**src/rtl/mul_div_unit_if.sv**
```systemverilog
// Operand/result bundle between the register-file read ports, the
// mul/div engine and the HiLo write path.
interface mul_div_unit_if #(
   parameter int unsigned WIDTH = 32
);
   logic             Start;
   logic [1:0]       Op;
   logic [WIDTH-1:0] A;
   logic [WIDTH-1:0] B;
   logic             Flush;
   logic             Busy;
   logic             Done;
   logic [WIDTH-1:0] Hi;
   logic [WIDTH-1:0] Lo;
   logic             DivByZero;

   modport master (
      output Start, Op, A, B, Flush,
      input  Busy, Done, Hi, Lo, DivByZero
   );

   modport slave (
      input  Start, Op, A, B, Flush,
      output Busy, Done, Hi, Lo, DivByZero
   );
endinterface

```
**src/rtl/mul_div_unit.sv**
```systemverilog
// Iterative one-bit-per-clock MULT/MULTU/DIV/DIVU engine on sign magnitudes;
// fixed WIDTH+1 cycle latency from accepted Start to the Done pulse.
module mul_div_unit #(
   parameter int unsigned WIDTH = 32
) (
   input logic            Clk,
   input logic            Reset,
   mul_div_unit_if.slave  bus
);
   localparam int unsigned CW = $clog2(WIDTH + 1);

   typedef enum logic [1:0] {S_IDLE, S_RUN, S_FIX} state_t;

   state_t             r_state, w_state_nxt;
   logic [CW-1:0]      r_cnt;
   logic               r_is_div, r_neg_lo, r_neg_hi, r_divz;
   logic               r_done, r_dz_out;
   logic [WIDTH-1:0]   r_b, r_a_orig, r_hi, r_lo;
   logic [2*WIDTH-1:0] r_acc;

   logic               w_sgn, w_neg_a, w_neg_b;
   logic [WIDTH-1:0]   w_abs_a, w_abs_b;
   logic [WIDTH:0]     w_sum, w_shl;
   logic [WIDTH+1:0]   w_diff;
   logic               w_ge;
   logic [2*WIDTH-1:0] w_mul_step, w_div_step, w_acc_neg;

   always_comb begin
      w_sgn   = ~bus.Op[0];
      w_neg_a = w_sgn & bus.A[WIDTH-1];
      w_neg_b = w_sgn & bus.B[WIDTH-1];
      w_abs_a = w_neg_a ? -bus.A : bus.A;
      w_abs_b = w_neg_b ? -bus.B : bus.B;
      // mult: {Hi,Lo} holds {partial, multiplier}; add then shift right
      w_sum      = {1'b0, r_acc[2*WIDTH-1:WIDTH]}
                 + {1'b0, (r_acc[0] ? r_b : {WIDTH{1'b0}})};
      w_mul_step = {w_sum, r_acc[WIDTH-1:1]};
      // div: {Hi,Lo} holds {remainder, dividend/quotient}; restoring step
      w_shl      = {r_acc[2*WIDTH-1:WIDTH], r_acc[WIDTH-1]};
      w_diff     = {1'b0, w_shl} - {2'b00, r_b};
      w_ge       = ~w_diff[WIDTH+1];
      w_div_step = {(w_ge ? w_diff[WIDTH-1:0] : w_shl[WIDTH-1:0]),
                    r_acc[WIDTH-2:0], w_ge};
      w_acc_neg  = -r_acc;
   end

   always_ff @(posedge Clk or negedge Reset) begin
      if (!Reset) r_state <= S_IDLE;
      else        r_state <= w_state_nxt;
   end

   always_comb begin
      w_state_nxt = r_state;
      case (r_state)
         S_IDLE:  if (bus.Start && !bus.Flush) w_state_nxt = S_RUN;
         S_RUN:   if (bus.Flush) w_state_nxt = S_IDLE;
                  else if (r_cnt == CW'(WIDTH - 1)) w_state_nxt = S_FIX;
         S_FIX:   w_state_nxt = S_IDLE;
         default: w_state_nxt = S_IDLE;
      endcase
   end

   always_ff @(posedge Clk or negedge Reset) begin
      if (!Reset) begin
         r_cnt    <= '0;
         r_is_div <= 1'b0;
         r_neg_lo <= 1'b0;
         r_neg_hi <= 1'b0;
         r_divz   <= 1'b0;
         r_done   <= 1'b0;
         r_dz_out <= 1'b0;
         r_b      <= '0;
         r_a_orig <= '0;
         r_hi     <= '0;
         r_lo     <= '0;
         r_acc    <= '0;
      end else begin
         r_done <= 1'b0;
         case (r_state)
            S_IDLE: if (bus.Start && !bus.Flush) begin
               r_is_div <= bus.Op[1];
               r_neg_lo <= w_neg_a ^ w_neg_b;
               r_neg_hi <= w_neg_a;
               r_divz   <= bus.Op[1] && (bus.B == '0);
               r_dz_out <= 1'b0;
               r_a_orig <= bus.A;
               r_cnt    <= '0;
               r_b      <= bus.Op[1] ? w_abs_b : w_abs_a;
               r_acc    <= {{WIDTH{1'b0}}, (bus.Op[1] ? w_abs_a : w_abs_b)};
            end
            S_RUN: if (!bus.Flush) begin
               r_acc <= r_is_div ? w_div_step : w_mul_step;
               r_cnt <= r_cnt + CW'(1);
            end
            S_FIX: if (!bus.Flush) begin
               r_done   <= 1'b1;
               r_dz_out <= r_divz;
               if (r_divz) begin
                  r_hi <= r_a_orig;
                  r_lo <= '1;
               end else if (r_is_div) begin
                  r_lo <= r_neg_lo ? w_acc_neg[WIDTH-1:0] : r_acc[WIDTH-1:0];
                  r_hi <= r_neg_hi ? -r_acc[2*WIDTH-1:WIDTH] : r_acc[2*WIDTH-1:WIDTH];
               end else begin
                  {r_hi, r_lo} <= r_neg_lo ? w_acc_neg : r_acc;
               end
            end
            default: ;
         endcase
      end
   end

   assign bus.Busy      = (r_state != S_IDLE);
   assign bus.Done      = r_done;
   assign bus.Hi        = r_hi;
   assign bus.Lo        = r_lo;
   assign bus.DivByZero = r_dz_out;
endmodule

```
**src/flat_wrapper.sv**
```systemverilog
// flat-port wrapper written by rule: the top's interface ports become plain ports
module mul_div_unit_flat 
#(
   parameter int unsigned WIDTH = 32
)
  (Clk, Reset, bus_Start, bus_Op, bus_A, bus_B, bus_Flush, bus_Busy, bus_Done, bus_Hi, bus_Lo, bus_DivByZero);
  mul_div_unit_if #(.WIDTH(WIDTH)) bus_i ();
  input logic Clk;
  input logic Reset;
  input wire logic [$bits(bus_i.Start)-1:0] bus_Start;
  input wire logic [$bits(bus_i.Op)-1:0] bus_Op;
  input wire logic [$bits(bus_i.A)-1:0] bus_A;
  input wire logic [$bits(bus_i.B)-1:0] bus_B;
  input wire logic [$bits(bus_i.Flush)-1:0] bus_Flush;
  output wire logic [$bits(bus_i.Busy)-1:0] bus_Busy;
  output wire logic [$bits(bus_i.Done)-1:0] bus_Done;
  output wire logic [$bits(bus_i.Hi)-1:0] bus_Hi;
  output wire logic [$bits(bus_i.Lo)-1:0] bus_Lo;
  output wire logic [$bits(bus_i.DivByZero)-1:0] bus_DivByZero;
  assign bus_i.Start = bus_Start;
  assign bus_i.Op = bus_Op;
  assign bus_i.A = bus_A;
  assign bus_i.B = bus_B;
  assign bus_i.Flush = bus_Flush;
  assign bus_Busy = bus_i.Busy;
  assign bus_Done = bus_i.Done;
  assign bus_Hi = bus_i.Hi;
  assign bus_Lo = bus_i.Lo;
  assign bus_DivByZero = bus_i.DivByZero;
  mul_div_unit #(.WIDTH(WIDTH)) u_core (.Clk(Clk), .Reset(Reset), .bus(bus_i));
endmodule
```
**config.mk**
```make
export PLATFORM = sky130hd
export DESIGN_NAME = mul_div_unit_flat
export DESIGN_NICKNAME = d
export VERILOG_FILES = /design/src/rtl/mul_div_unit_if.sv /design/src/rtl/mul_div_unit.sv /design/src/flat_wrapper.sv
export SDC_FILE = /design/constraint.sdc
export NUM_CORES = 1
export LEC_CHECK = 0
export CAP_MARGIN = 10
export CELL_PAD_IN_SITES_DETAIL_PLACEMENT = 0
export CELL_PAD_IN_SITES_GLOBAL_PLACEMENT = 1
export CORE_MARGIN = 10
export CORE_UTILIZATION = 49
export CTS_CLUSTER_DIAMETER = 200
export CTS_CLUSTER_SIZE = 14
export DETAILED_ROUTE_END_ITERATION = 10
export DONT_BUFFER_PORTS = 1
export GPL_ROUTABILITY_DRIVEN = 0
export MAX_ROUTING_LAYER = met4
export PLACE_DENSITY_LB_ADDON = 0.15
export RECOVER_POWER = 100
export SLEW_MARGIN = 10
export SYNTH_ARGS = -nofsm -noshare
export SYNTH_HDL_FRONTEND = slang
export SYNTH_SLANG_ARGS = --single-unit
export TNS_END_PERCENT = 100
```
**constraint.sdc**
```tcl
create_clock -name Clk -period 4.91 [get_ports Clk]
set_clock_uncertainty 0.15 [all_clocks]
set_input_delay 0.982 -clock Clk [delete_from_list [all_inputs] [get_ports Clk]]
set_output_delay 0.982 -clock Clk [all_outputs]
set_load 0.01 [all_outputs]
```
==> results.sh <==
export IMPL_ys_seq_elements=206
export IMPL_syn_num_nets=2192
export IMPL_cts_made_buffers=18
export IMPL_synth_top_flop_cell="dfrtp_1"
export IMPL_grt_antenna_before_repair=0
export IMPL_worstSetupPathType="reg -> reg"
export IMPL_max_freq_mhz=219
export IMPL_grt_overflow=0
export IMPL_grt_max_degree=202
export IMPL_grt_pass1_vias=14178
export IMPL_postSynthCellCount=2051
export IMPL_fill_cells=3193
export IMPL_layout_commonest_cell="nand2_1"
export IMPL_place_area_um2=16200
export IMPL_whs_ns=0.0236
export IMPL_wl_per_cell_um=24.5
export IMPL_cp_max_fo=70
export IMPL_grt_pass1_wl_um=89200
export IMPL_fin_total_pwr_uw=8930
export IMPL_die_w_um=201
export IMPL_setup_viol=0
export IMPL_rsz0062_at_grt="false"
export IMPL_synth_compound_area_frac=0.245
export IMPL_synthDominantAreaCellType="dfrtp_1"
export IMPL_ioPinCount=137
export IMPL_cp_arrival_ns=4.78
export IMPL_wl_um=59200
export IMPL_synth_simple_area_share=0.202
export IMPL_drtAntennaViolNets=0
export IMPL_violations="max-capacitance violations, max-slew violations"
export IMPL_status="complete, but fails checks"
export IMPL_synth_area_um2=16000
export IMPL_yosysWarnings=0
export IMPL_yosys_area_share_adder=0.0565
export IMPL_insertion_delay_ns=0.54
export IMPL_nets=2119
export IMPL_min_period_ns=4.56
export IMPL_port_buffers=0
export IMPL_core_um2=32400
export IMPL_synthMuxAreaShare=0.0291
export IMPL_antenna_cells=0
export IMPL_fin_setup_tns_ns=0
export IMPL_rows=66
export IMPL_synth_top_family_by_area="compound AO/OA/AOI/OAI gates"
export IMPL_synth_top_area_frac=0.322
export IMPL_clockBufferDepth=3
export IMPL_clkSinkCount=206
export IMPL_critPathSlowestCell="clkbuf_1"
export IMPL_final_area_um2=16700
export IMPL_initialDrtViolationCount=1638
export IMPL_synth_async_reset_ratio=1.00
export IMPL_synth_distinct_cells=83
export IMPL_hold_path_class="in -> async"
export IMPL_cts_tree="yes"
export IMPL_startpoint_type="flop"
export IMPL_area_growth_syn_to_layout_pct=4.24
export IMPL_tightest_slew_ns=3.21
export IMPL_cts_max_level=1
export IMPL_finish_utilization=0.515
export IMPL_ys_top_cells_by_area="dfrtp_1 32%, a21oi_1 7.2%, nand2_1 6.3%, o21ai_0 6.2%, nor2_1 5.4%"
export IMPL_powerDensity_nw_per_um2=536
export IMPL_cts_root_buf="clkbuf_16"
export IMPL_avgSynthCellArea_um2=7.80
export IMPL_slew_headroom=-1.14
export IMPL_synth_edf_count=0
export IMPL_final_cell_mix="269 x nand2_1, 231 x nor2_1, 229 x a21oi_1"
export IMPL_die_y_um=201
export IMPL_p_leak_uw=0.00729
export IMPL_peakVddDrop_uv=208
export IMPL_drive_above_1_share=0.0318
export IMPL_dp_hpwl_um=44600
export IMPL_crit_required_ns=5.13
export IMPL_num_vias=15258
export IMPL_crit_chain="nand2b_1 > nor3_1 > clkbuf_1 > o211ai_1 > o21ai_0"
export IMPL_dieArea_um2=40300
export IMPL_drtPass1Iterations=7
export IMPL_maxCapViolCount=4
export IMPL_hold_violations=0
export IMPL_path_clk_slew_ns=0.07
export IMPL_maxSlewViolCount=259
export IMPL_cts_resized_gates=0
export IMPL_viasPerCell=6.30
export IMPL_yosysSeqAreaShare=0.322
export IMPL_initial_core_util=0.494
export IMPL_fin_crit_sh=0.928
export IMPL_cp_end_kind="flop"
export IMPL_slowest_delay_ns=2.32
export IMPL_grtUsageTotal=0.289
export IMPL_synth_xor_area_frac=0.0942
export IMPL_drc=0
==> Yosys cell counts, types with 11 or more instances <==
master	n
a22oi_1	11
o21a_1	15
xnor2_1	95
nor3_1	46
a21o_1	35
a21oi_1	229
nor4_1	14
nor2_1	232
nor2b_1	17
nand3_1	21
clkbuf_1	98
or3_1	12
ha_1	69
o21ai_0	199
buf_1	12
nand2b_1	21
or4_1	12
a211oi_1	14
mux2i_1	42
a31oi_1	15
nand2_1	268
o41ai_1	11
dfrtp_1	206
xor2_1	77
inv_1	62
o31ai_1	21
o211ai_1	36
and3_1	19
==> stage by stage <==
step	std cells	setup WS, ns
2_1_floorplan	2051	1.35
3_3_place_gp	2398	0.709
3_5_place_dp	2398	0.671
4_1_cts	2420	0.615
5_1_grt	2421	0.129
6_report	2421	0.352
==> area by class of cell <==
cell class	instances	area [um^2]	share of cell area
clock inverter	2	46.3	0.00278
multi-input combinational	1659	10000	0.601
timing repair buffer	30	195	0.0117
clock buffer	19	454	0.0273
inverter	63	236	0.0142
sequential	206	5160	0.310
tap	442	553	0.0332
==> flip-flops by register name, summed over array words and instances, names as in the netlist <==
register and count:
u_core.r_acc 64, u_core.bus.Hi 32, u_core.bus.Lo 32, u_core.r_a_orig 32, u_core.r_b 32, u_core.r_cnt 6, u_core.r_state 2, u_core.bus.DivByZero 1
u_core.bus.Done 1, u_core.r_divz 1, u_core.r_is_div 1, u_core.r_neg_hi 1, u_core.r_neg_lo 1
==> worst max-delay path: cells and delay by family (launching register included) <==
family,cells,cell delay (ns)
buf+inv,1,2.32
compound gates,2,0.93
simple gates,2,0.59
flops,1,0.44
==> logic make-up after synthesis <==
| kind of cell | after synthesis |
|---|---|
| xor+xnor | 172 |
| flops | 206 |
| buf+inv | 186 |
| mux | 46 |
| simple gates | 715 |
| compound gates | 655 |
| fa+ha+maj | 71 |
==> layer usage <==
layer | vias to the layer above | share of wire | track usage
li1 | 7107 | - | -
met3 | 89 | 0.11 | 0.0725
met5 | - | 0 | -
met2 | 720 | 0.43 | 0.426
met4 | 0 | 0.026 | 0.0738
met1 | 7342 | 0.43 | 0.389
==> timing repair <==
action | CTS | global route
setup buffers | 0 | 0
endpoints found under the setup margin | 0 | 0
endpoints found under the hold margin | 6 | 10
hold buffers | 1 | 1
==> power by group <==
part	internal, uW	total [uW]	switching (uW)
sequential	2030	2750	726
clock	712	1410	696
combinational	1880	4770	2880
==> final timing paths <==
kind	from	end	slack, ns	cells after the start
worst max-delay path	u_core.r_state[1]$_DFFE_PN0P_	u_core.r_b[13]$_DFFE_PN0P_	0.35	5
worst min-delay path	Reset	u_core.bus.Hi[18]$_DFFE_PN0P_	0.02	0
worst max register to register	u_core.r_state[1]$_DFFE_PN0P_	u_core.r_b[13]$_DFFE_PN0P_	0.35	5
worst min register to register	u_core.r_a_orig[18]$_DFFE_PN0P_	u_core.r_a_orig[18]$_DFFE_PN0P_	0.33	2
max in group asynchronous	Reset	u_core.bus.Hi[10]$_DFFE_PN0P_	3.35	1
min in group Clk	u_core.r_a_orig[18]$_DFFE_PN0P_	u_core.r_a_orig[18]$_DFFE_PN0P_	0.33	2
(Power assumes the default switching activity.)
